`src/rtl/fft16_r22_ctrl.sv`:
```
// fft16_r22_ctrl: sequences load, two radix-2^2 DIF stages over ping-pong banks, and digit-reversed unload
module fft16_r22_ctrl #(
  parameter int BF_LATENCY = 1
) (
  input  logic       clk,
  input  logic       rst_n,
  input  logic       i_start,
  output logic       o_busy,
  output logic       o_done,
  input  logic       i_in_valid,
  output logic       o_in_ready,
  output logic       o_ld_wr_en,
  output logic [3:0] o_ld_addr,
  output logic       o_bf_enable,
  output logic       o_rd_bank,
  output logic [3:0] o_bf_rd_addr0,
  output logic [3:0] o_bf_rd_addr1,
  output logic [3:0] o_bf_rd_addr2,
  output logic [3:0] o_bf_rd_addr3,
  output logic [3:0] o_tw_idx1,
  output logic [3:0] o_tw_idx2,
  output logic [3:0] o_tw_idx3,
  output logic       o_wr_en,
  output logic       o_wr_bank,
  output logic [3:0] o_wr_addr0,
  output logic [3:0] o_wr_addr1,
  output logic [3:0] o_wr_addr2,
  output logic [3:0] o_wr_addr3,
  output logic       o_out_valid,
  input  logic       i_out_ready,
  output logic [3:0] o_out_rd_addr,
  output logic       o_out_last
);
  typedef enum logic [2:0] {
    S_IDLE, S_LOAD, S_STAGE0, S_DRAIN0, S_STAGE1, S_DRAIN1, S_UNLOAD
  } state_t;
  state_t      r_state, w_state_nxt;
  logic [3:0]  r_n, w_n_nxt;
  logic        r_done, w_done_nxt;
  logic [17:0] r_pipe [BF_LATENCY];
  logic [17:0] w_push;
  logic        w_drain_last;
  assign w_drain_last = r_n == 4'(BF_LATENCY - 1);
  always_ff @(posedge clk or negedge rst_n) begin
    if (!rst_n) begin
      r_state <= S_IDLE;
      r_n     <= '0;
      r_done  <= 1'b0;
      for (int i = 0; i < BF_LATENCY; i++) r_pipe[i] <= '0;
    end else begin
      r_state   <= w_state_nxt;
      r_n       <= w_n_nxt;
      r_done    <= w_done_nxt;
      r_pipe[0] <= w_push;
      for (int i = 1; i < BF_LATENCY; i++) r_pipe[i] <= r_pipe[i-1];
    end
  end
  always_comb begin
    w_state_nxt   = r_state;
    w_n_nxt       = r_n;
    w_done_nxt    = 1'b0;
    o_in_ready    = 1'b0;
    o_ld_wr_en    = 1'b0;
    o_ld_addr     = '0;
    o_bf_enable   = 1'b0;
    o_rd_bank     = 1'b0;
    o_bf_rd_addr0 = '0;
    o_bf_rd_addr1 = '0;
    o_bf_rd_addr2 = '0;
    o_bf_rd_addr3 = '0;
    o_tw_idx1     = '0;
    o_tw_idx2     = '0;
    o_tw_idx3     = '0;
    o_out_valid   = 1'b0;
    o_out_rd_addr = '0;
    o_out_last    = 1'b0;
    case (r_state)
      S_IDLE: begin
        w_state_nxt = i_start ? S_LOAD : S_IDLE;
        w_n_nxt     = '0;
      end
      S_LOAD: begin
        o_in_ready  = 1'b1;
        o_ld_wr_en  = i_in_valid;
        o_ld_addr   = i_in_valid ? r_n : '0;
        w_n_nxt     = i_in_valid ? r_n + 4'd1 : r_n;
        w_state_nxt = (i_in_valid && r_n == 4'd15) ? S_STAGE0 : S_LOAD;
      end
      S_STAGE0: begin
        o_bf_enable   = 1'b1;
        o_bf_rd_addr0 = r_n;
        o_bf_rd_addr1 = r_n + 4'd4;
        o_bf_rd_addr2 = r_n + 4'd8;
        o_bf_rd_addr3 = r_n + 4'd12;
        o_tw_idx1     = r_n;
        o_tw_idx2     = r_n << 1;
        o_tw_idx3     = r_n + (r_n << 1);
        w_n_nxt       = r_n == 4'd3 ? '0 : r_n + 4'd1;
        w_state_nxt   = r_n == 4'd3 ? S_DRAIN0 : S_STAGE0;
      end
      S_DRAIN0: begin
        w_n_nxt     = w_drain_last ? '0 : r_n + 4'd1;
        w_state_nxt = w_drain_last ? S_STAGE1 : S_DRAIN0;
      end
      S_STAGE1: begin
        o_bf_enable   = 1'b1;
        o_rd_bank     = 1'b1;
        o_bf_rd_addr0 = {r_n[1:0], 2'd0};
        o_bf_rd_addr1 = {r_n[1:0], 2'd1};
        o_bf_rd_addr2 = {r_n[1:0], 2'd2};
        o_bf_rd_addr3 = {r_n[1:0], 2'd3};
        w_n_nxt       = r_n == 4'd3 ? '0 : r_n + 4'd1;
        w_state_nxt   = r_n == 4'd3 ? S_DRAIN1 : S_STAGE1;
      end
      S_DRAIN1: begin
        w_n_nxt     = w_drain_last ? '0 : r_n + 4'd1;
        w_state_nxt = w_drain_last ? S_UNLOAD : S_DRAIN1;
      end
      S_UNLOAD: begin
        o_out_valid   = 1'b1;
        o_out_rd_addr = {r_n[1:0], r_n[3:2]};
        o_out_last    = r_n == 4'd15;
        w_n_nxt       = i_out_ready ? r_n + 4'd1 : r_n;
        w_done_nxt    = i_out_ready && r_n == 4'd15;
        w_state_nxt   = w_done_nxt ? S_IDLE : S_UNLOAD;
      end
      default: w_state_nxt = S_IDLE;
    endcase
  end
  // In-place writes: outputs land at the addresses they were read from, in the other bank
  assign w_push = {o_bf_enable, r_state == S_STAGE0, o_bf_rd_addr0, o_bf_rd_addr1, o_bf_rd_addr2, o_bf_rd_addr3};
  assign {o_wr_en, o_wr_bank, o_wr_addr0, o_wr_addr1, o_wr_addr2, o_wr_addr3} = r_pipe[BF_LATENCY-1];
  assign o_busy = r_state != S_IDLE;
  assign o_done = r_done;
endmodule

```
`config.mk`:
```
export PLATFORM = sky130hd
export DESIGN_NAME = fft16_r22_ctrl
export DESIGN_NICKNAME = d
export VERILOG_FILES = /design/src/rtl/fft16_r22_ctrl.sv
export SDC_FILE = /design/constraint.sdc
export NUM_CORES = 1
export LEC_CHECK = 0
export ABC_AREA = 1
export ABC_CLOCK_PERIOD_IN_PS = 2800
export CAP_MARGIN = 20
export CORE_MARGIN = 8
export CORE_UTILIZATION = 44
export CTS_CLUSTER_SIZE = 24
export DETAILED_ROUTE_END_ITERATION = 7
export PLACE_DENSITY_LB_ADDON = 0.1
export SETUP_SLACK_MARGIN = 0.15
export SLEW_MARGIN = 20
export SYNTH_ARGS = -nofsm -noshare
export SYNTH_HDL_FRONTEND = slang
export SYNTH_SLANG_ARGS = --single-unit
```
`constraint.sdc`:
```
create_clock -name clk -period 2.8 [get_ports clk]
set_input_delay 0.56 -clock clk [delete_from_list [all_inputs] [get_ports clk]]
set_output_delay 0.56 -clock clk [all_outputs]
set_load 0.05 [all_outputs]
```
==> impl_metrics.json, run 1 <==
{
  "r2r_depth": 9,
  "htree_num_levels": 1,
  "fp.dieW_um": 71.93,
  "worstHoldPathCells": 1,
  "numPortBuffers": 65,
  "setup_slack_ns": 0.2478,
  "synth_nets": 196,
  "vias": 1275,
  "critical_path.reg2reg.endpoint": "r_n[2]",
  "timing.critical_path.slowest_cell_delay_ns": 0.83,
  "cts.reportedPaths.clkPinSlew_ns": 0.12,
  "cts-buffers-inserted": 3,
  "cellPowerDensity_nw_per_um2": 1016,
  "cts_hold_repair_buffers": 0,
  "final_wtd_congestion": 0.8563,
  "maxSlewHeadroom_pct": 64.56,
  "internal_power_uw": 903.7,
  "grt_util_all_layers_pct": 14.45,
  "row_count": 20,
  "path_category_of_the_worst_min_delay_check": "reg2reg",
  "power_switching_share_pct": 53.82,
  "synth_xor_xnor_area_share_pct": 0.6364,
  "vdd_drop_max_mv": 0.4669,
  "syn_area_per_cell_um2": 7.521,
  "timing.critical_path.cells": "nor2_2 -> nand2_1 -> nor2_1 -> clkdlybuf4s50_1",
  "layout_worst_path_cycle_share_pct": 91.15,
  "antennaDiodeCount": 0,
  "finClkSkew_ns": 0.001508,
  "first_pass_iters": 4,
  "fmax_mhz": 391.8,
  "floorplan.initialDensity_pct": 45.83,
  "synthToLayoutAreaGrowth_pct": 39.91,
  "post_route_drc": 0,
  "vias_in_the_first_global_route": 1264,
  "cp-end-kind": "primary output",
  "antenna_found_initial": 0,
  "final_common_cell": "sky130_fd_sc_hd__nand2_1",
  "setup.worst_path.class": "reg2out",
  "drv.max_cap_violation_count": 0,
  "drtIter0Drc": 49,
  "critical_path_data_required_time_ns": 2.24,
  "run_status": "completed",
  "grt_setup_unrepaired": "no",
  "slew_worst_pin_ns": 0.5308,
  "comb_power_share_pct": 66.0,
  "clk-insertion-delay-late_ns": 0.32,
  "core_area_um2": 3003,
  "synth.yosys.warnings": 0,
  "critical_path.max_fanout": 6,
  "min_from": "r_state[1]",
  "synth-seq-cells": 20,
  "multiInputGateArea_um2": 576.8,
  "routed_wire_length_um": 3707,
  "ctsLongestPathBuffers": 2,
  "holdWs_ns": 0.5596,
  "preCtsSetupSlack_ns": 0.3937,
  "slew_violations": 0,
  "synth.yosys.seq_area_share_pct": 36.36,
  "drt.antenna.violating_nets": 0,
  "layout_common_cells": "37 x sky130_fd_sc_hd__nand2_1, 31 x sky130_fd_sc_hd__buf_4, 29 x sky130_fd_sc_hd__nor2_1, 28 x sky130_fd_sc_hd__clkdlybuf4s50_1, 20 x sky130_fd_sc_hd__dfrtp_1",
  "mappedNetlistArea_um2": 1376,
  "io_pins": 67,
  "pwr-share-clk_pct": 12.6,
  "detail_route.wl_per_cell_um": 14.31,
  "final_net_count": 240,
  "synthAdderAreaFrac_pct": 7.818,
  "numClockSinks": 20,
  "startpoint_of_the_worst_slack_reg_to_reg_timing_path": "r_n[2]",
  "synth_simple_gate_area_share_pct": 27.36,
  "tns_ns": 0,
  "drive_gt1_share_pct": 22.12,
  "vias_per_cell": 4.923,
  "final.min_clock_period_ns": 2.552,
  "reg2reg_setup_slack_ns": 1.20,
  "power.leakage_nw": 1.104,
  "seq_area_um2": 500.5,
  "synth_cells": 183,
  "cts_post_setup_buffers_inserted": 0,
  "die_area_um2": 5174,
  "post_cts.resized_instances": 0,
  "finalSetupViolations": 0,
  "p_seq_share_pct": 21.5,
  "yosys-mux-area-fraction_pct": 0,
  "fillerInstances": 268,
  "finalHoldViolCount": 0,
  "combinational_family_with_the_most_area_after_synthesis": "simple AND/OR/NAND/NOR gates",
  "data_arrival_time_of_the_critical_path_ns": 1.99,
  "setup.worst_path.start_class": "register",
  "synth-compound-area-share_pct": 5.636,
  "cpMaxStageDelayCell": "sky130_fd_sc_hd__clkdlybuf4s50_1",
  "hold-path-endpoint": "r_state[2]",
  "grt_max_degree": 21,
  "power.switching_mw": 1.053,
  "tritoncts": "built",
  "overflow": 0,
  "first_pass_grt_wire_length_um": 5989,
  "buffer_cell_driving_the_clock_tree_root": "sky130_fd_sc_hd__clkbuf_4",
  "critical_path.startpoint": "r_state[0]",
  "hpwl_um": 3049,
  "chipHeight_um": 71.93,
  "synthDistinctLibCells": 24
}
==> Yosys cell counts <==
cell type	number	share of area, %
sky130_fd_sc_hd__a21oi_1	2	0.73
sky130_fd_sc_hd__buf_2	1	0.36
sky130_fd_sc_hd__buf_4	29	16
sky130_fd_sc_hd__clkinv_1	1	0.27
sky130_fd_sc_hd__conb_1	1	0.27
sky130_fd_sc_hd__dfrtp_1	20	36
sky130_fd_sc_hd__fa_1	1	1.5
sky130_fd_sc_hd__ha_1	7	6.4
sky130_fd_sc_hd__inv_1	18	4.9
sky130_fd_sc_hd__inv_2	2	0.55
sky130_fd_sc_hd__nand2_1	37	10
sky130_fd_sc_hd__nand2_2	2	0.91
sky130_fd_sc_hd__nand3_1	13	4.7
sky130_fd_sc_hd__nand3_2	1	0.73
sky130_fd_sc_hd__nor2_1	30	8.2
sky130_fd_sc_hd__nor2_2	2	0.91
sky130_fd_sc_hd__nor3_1	3	1.1
sky130_fd_sc_hd__nor3_2	1	0.73
sky130_fd_sc_hd__o2111ai_1	1	0.64
sky130_fd_sc_hd__o211ai_1	1	0.55
sky130_fd_sc_hd__o21ai_0	6	2.2
sky130_fd_sc_hd__o21ai_2	1	0.64
sky130_fd_sc_hd__o22ai_1	2	0.91
sky130_fd_sc_hd__xor2_1	1	0.64
==> cell families after synthesis <==
| kind of cell | count (synthesis) |
|---|---|
| AND/OR/NAND/NOR | 89 |
| buffers and inverters | 51 |
| flip-flops | 20 |
| AO/OA/AOI/OAI | 13 |
| adder cells (fa/ha/maj) | 8 |
| XOR/XNOR | 1 |
| other | 1 |
==> sequential cells by signal, indices dropped and copies added (netlist names) <==
| register | cells |
|---|---|
| o_done | 1 |
| r_n | 4 |
| r_pipe | 12 |
| r_state | 3 |
==> worst max-delay path: cells and delay by family, from the launching register on <==
kind,cells,cell delay [ns]
buffers and inverters,1,0.83
and+or+nand+nor,3,0.37
DFF,1,0.47
==> metal layers <==
layer | wire [µm] | part of all wire, % | up-vias | global-route usage [%]
met5 | 0 | 0 | - | 0
met4 | 59 | 1.6 | 0 | 5.442
met3 | 270 | 7.3 | 9 | 3.994
met2 | 1679 | 45 | 50 | 23.38
met1 | 1697 | 46 | 588 | 17.80
li1 | - | - | 628 | -
==> per-stage QoR <==
step	std cells	area (µm²)	utilization, %	power (mW)
detailed placement	255	1861	61.96	1.718
global route	259	1926	64.13	2.091
finish	259	1926	64.13	1.957
CTS	259	1913	63.71	1.963
floorplan	183	1379	-	1.359
global placement	255	1861	61.96	1.705
==> how the worst max path moves through the flow <==
stage / cells past startpoint / slack (ns) / end
6_report: 4 / 0.25 / o_tw_idx1[3]
5_1_grt: 4 / 0.15 / o_tw_idx1[3]
4_1_cts: 4 / 0.18 / o_out_rd_addr[2]
3_5_place_dp: 6 / 0.39 / o_ld_addr[1]
3_3_place_gp: 6 / 0.46 / o_ld_addr[2]
2_1_floorplan: 5 / 0.30 / o_ld_addr[0]
==> power groups by stage <==
stage	clock [mW]	sequential, mW	combinational (mW)
floorplan	0	0.478	0.881
global placement	0	0.422	1.28
detailed placement	0	0.425	1.29
CTS	0.245	0.419	1.30
global route	0.255	0.431	1.40
finish	0.246	0.420	1.29
==> area by class of cell <==
class | count | area share [%]
clock inverters | 1 | 1.559
multi-input cells | 112 | 29.95
clock buffers | 3 | 1.170
flip-flops and latches | 20 | 25.99
well taps | 33 | 2.144
repair buffers | 69 | 35.09
inverters | 21 | 4.094
(Power assumes the default switching activity.)
==> run 2: changes to the inputs <==
--- a/config.mk
+++ b/config.mk
@@ -10,6 +10,7 @@
 export CAP_MARGIN = 20
 export CORE_MARGIN = 8
 export CORE_UTILIZATION = 44
+export CTS_CLUSTER_DIAMETER = 40
 export CTS_CLUSTER_SIZE = 24
 export DETAILED_ROUTE_END_ITERATION = 7
 export PLACE_DENSITY_LB_ADDON = 0.1
==> results of run 2 <==
The final DEF is identical to that of run 1; final timing and power are the same.
==> run 3: changes to the inputs <==
--- a/config.mk
+++ b/config.mk
@@ -8,6 +8,7 @@
 export ABC_AREA = 1
 export ABC_CLOCK_PERIOD_IN_PS = 2800
 export CAP_MARGIN = 20
+export CORE_ASPECT_RATIO = 1.75
 export CORE_MARGIN = 8
 export CORE_UTILIZATION = 44
 export CTS_CLUSTER_DIAMETER = 40
==> impl_metrics.json, run 3 (synthesized netlist as in run 1, its figures left out) <==
{
  "post-layout-total-power_mw": 1.958,
  "vias": 1271,
  "final_wtd_congestion": 0.8533,
  "detail_route.wl_per_cell_um": 14.50,
  "clk-insertion-delay-late_ns": 0.26,
  "cts_hold_repair_buffers": 0,
  "layout_worst_path_cycle_share_pct": 91.21,
  "pwr-share-clk_pct": 11.5,
  "critical_path.max_fanout": 6,
  "seq_area_um2": 500.5,
  "post_dp_cell_area_um2": 1866,
  "tns_ns": 0,
  "grt_util_all_layers_pct": 15.00,
  "io_pins": 67,
  "floorplan.initialDensity_pct": 44.77,
  "vdd_drop_max_mv": 0.5880,
  "first_pass_grt_wire_length_um": 6196,
  "timing.critical_path.slowest_cell_delay_ns": 0.81,
  "post_route_drc": 0,
  "slew_worst_pin_ns": 0.5494,
  "startpoint_of_the_worst_slack_reg_to_reg_timing_path": "r_n[2]",
  "routed_wire_length_um": 3900,
  "critical_path_data_required_time_ns": 2.24,
  "setup.worst_path.start_class": "register",
  "antennaDiodeCount": 0,
  "power_switching_share_pct": 54.75,
  "largest_reg_flops": 12,
  "layout_common_cells": "37 x sky130_fd_sc_hd__nand2_1, 32 x sky130_fd_sc_hd__clkdlybuf4s50_1, 30 x sky130_fd_sc_hd__buf_4, 29 x sky130_fd_sc_hd__nor2_1, 20 x sky130_fd_sc_hd__dfrtp_1",
  "post-route-cell-area_um2": 1938,
  "grt_setup_unrepaired": "no",
  "power.leakage_nw": 1.032,
  "cts.reportedPaths.clkPinSlew_ns": 0.08,
  "drv.max_cap_violation_count": 0,
  "final.min_clock_period_ns": 2.554,
  "fp.dieW_um": 58.28,
  "power.switching_mw": 1.072,
  "setup.worst_path.class": "reg2out",
  "multiInputGateArea_um2": 576.8,
  "reg2reg_setup_slack_ns": 1.18,
  "grt_max_degree": 21,
  "tritoncts": "built",
  "vias_in_the_first_global_route": 1280,
  "finClkSkew_ns": 0.001246,
  "numClockSinks": 20,
  "row_count": 27,
  "antenna_found_initial": 0,
  "fillerInstances": 284,
  "maxSlewHeadroom_pct": 63.31,
  "cp_top_family": "buffers and inverters",
  "final_common_cell": "sky130_fd_sc_hd__nand2_1",
  "drt.antenna.violating_nets": 0,
  "slew_violations": 0,
  "finalSetupViolations": 0,
  "drive_gt1_share_pct": 22.12,
  "synthToLayoutAreaGrowth_pct": 40.82,
  "drtIter0Drc": 28,
  "final_net_count": 240,
  "path_category_of_the_worst_min_delay_check": "in2async",
  "cellPowerDensity_nw_per_um2": 1011,
  "htree_num_levels": 1,
  "critical_path.reg2reg.endpoint": "r_n[2]",
  "largest_registers_ranked_by_flip_flop_count": "r_pipe (12), r_n (4), r_state (3)",
  "cpMaxStageDelayCell": "sky130_fd_sc_hd__clkdlybuf4s50_1",
  "holdWs_ns": 0.5360,
  "cts-buffers-inserted": 3,
  "chipHeight_um": 89.99,
  "post_cts.resized_instances": 0,
  "fmax_mhz": 391.6,
  "data_arrival_time_of_the_critical_path_ns": 1.99,
  "overflow": 0,
  "hpwl_um": 3222,
  "numPortBuffers": 65,
  "timing.critical_path.cells": "ha_1 -> nand2_1 -> nor2_1 -> clkdlybuf4s50_1",
  "worst-path-buf-inv": 1,
  "largest_reg_by_ff_count": "r_pipe",
  "die_area_um2": 5244,
  "run_status": "completed",
  "cts_post_setup_buffers_inserted": 0,
  "p_seq_share_pct": 21.7,
  "internal_power_uw": 886.2,
  "r2r_depth": 9,
  "vias_per_cell": 4.725,
  "comb_power_share_pct": 66.8,
  "ctsLongestPathBuffers": 2,
  "first_pass_iters": 2,
  "buffer_cell_driving_the_clock_tree_root": "sky130_fd_sc_hd__clkbuf_8",
  "finalHoldViolCount": 0,
  "core_area_um2": 3074,
  "cp-end-kind": "primary output"
}
run 3: cell types whose count changed in the layout (fill, tap and decap cells not counted):
| cell | delta |
|---|---|
| sky130_fd_sc_hd__buf_4 | -1 |
| sky130_fd_sc_hd__dlymetal6s2s_1 | -4 |
| sky130_fd_sc_hd__clkbuf_4 | -3 |
| sky130_fd_sc_hd__bufinv_16 | -1 |
| sky130_fd_sc_hd__clkbuf_8 | +4 |
| sky130_fd_sc_hd__clkdlybuf4s50_1 | +4 |
| sky130_fd_sc_hd__buf_8 | +1 |
run 3: metal layers:
| layer | GRT usage [%] | vias up | wire length [µm] |
|---|---|---|---|
| li1 | - | 624 | - |
| met1 | 14.04 | 596 | 1439 |
| met2 | 28.43 | 41 | 2163 |
| met3 | 2.996 | 10 | 198 |
| met4 | 7.613 | 0 | 98 |
| met5 | 0 | - | 0 |
run 3: how the worst max path moves through the flow:
stage | startpoint | to | slack (ns) | cells after the start
floorplan | r_state[2] | o_ld_addr[0] | 0.30 | 5
global placement | i_in_valid | o_ld_addr[0] | 0.48 | 6
detailed placement | i_in_valid | o_ld_addr[0] | 0.43 | 6
CTS | r_state[0] | o_out_rd_addr[2] | 0.20 | 4
global route | r_n[0] | o_out_last | 0.17 | 4
finish | r_n[0] | o_out_last | 0.25 | 4
run 3: metrics by stage:
step	instances	setup slack, ns	utilization [%]
after floorplan	183	0.3009	-
after global placement	264	0.4803	60.68
after detailed placement	264	0.4284	60.68
after CTS	268	0.2015	62.47
after global routing	269	0.1656	63.04
final	269	0.2461	63.04
run 3: power groups by stage:
stage / registers [mW] / clock network [mW] / logic, mW
floorplan: 0.478 / 0 / 0.881
global placement: 0.424 / 0 / 1.29
detailed placement: 0.430 / 0 / 1.30
CTS: 0.424 / 0.230 / 1.31
global route: 0.432 / 0.241 / 1.41
finish: 0.425 / 0.225 / 1.31
run 3: area by class of cell:
cell class	count	share of cell area [%]
well taps	43	2.776
inverters	21	4.067
repair buffers	69	34.73
clock buffers	4	2.841
flip-flops and latches	20	25.82
multi-input cells	112	29.76
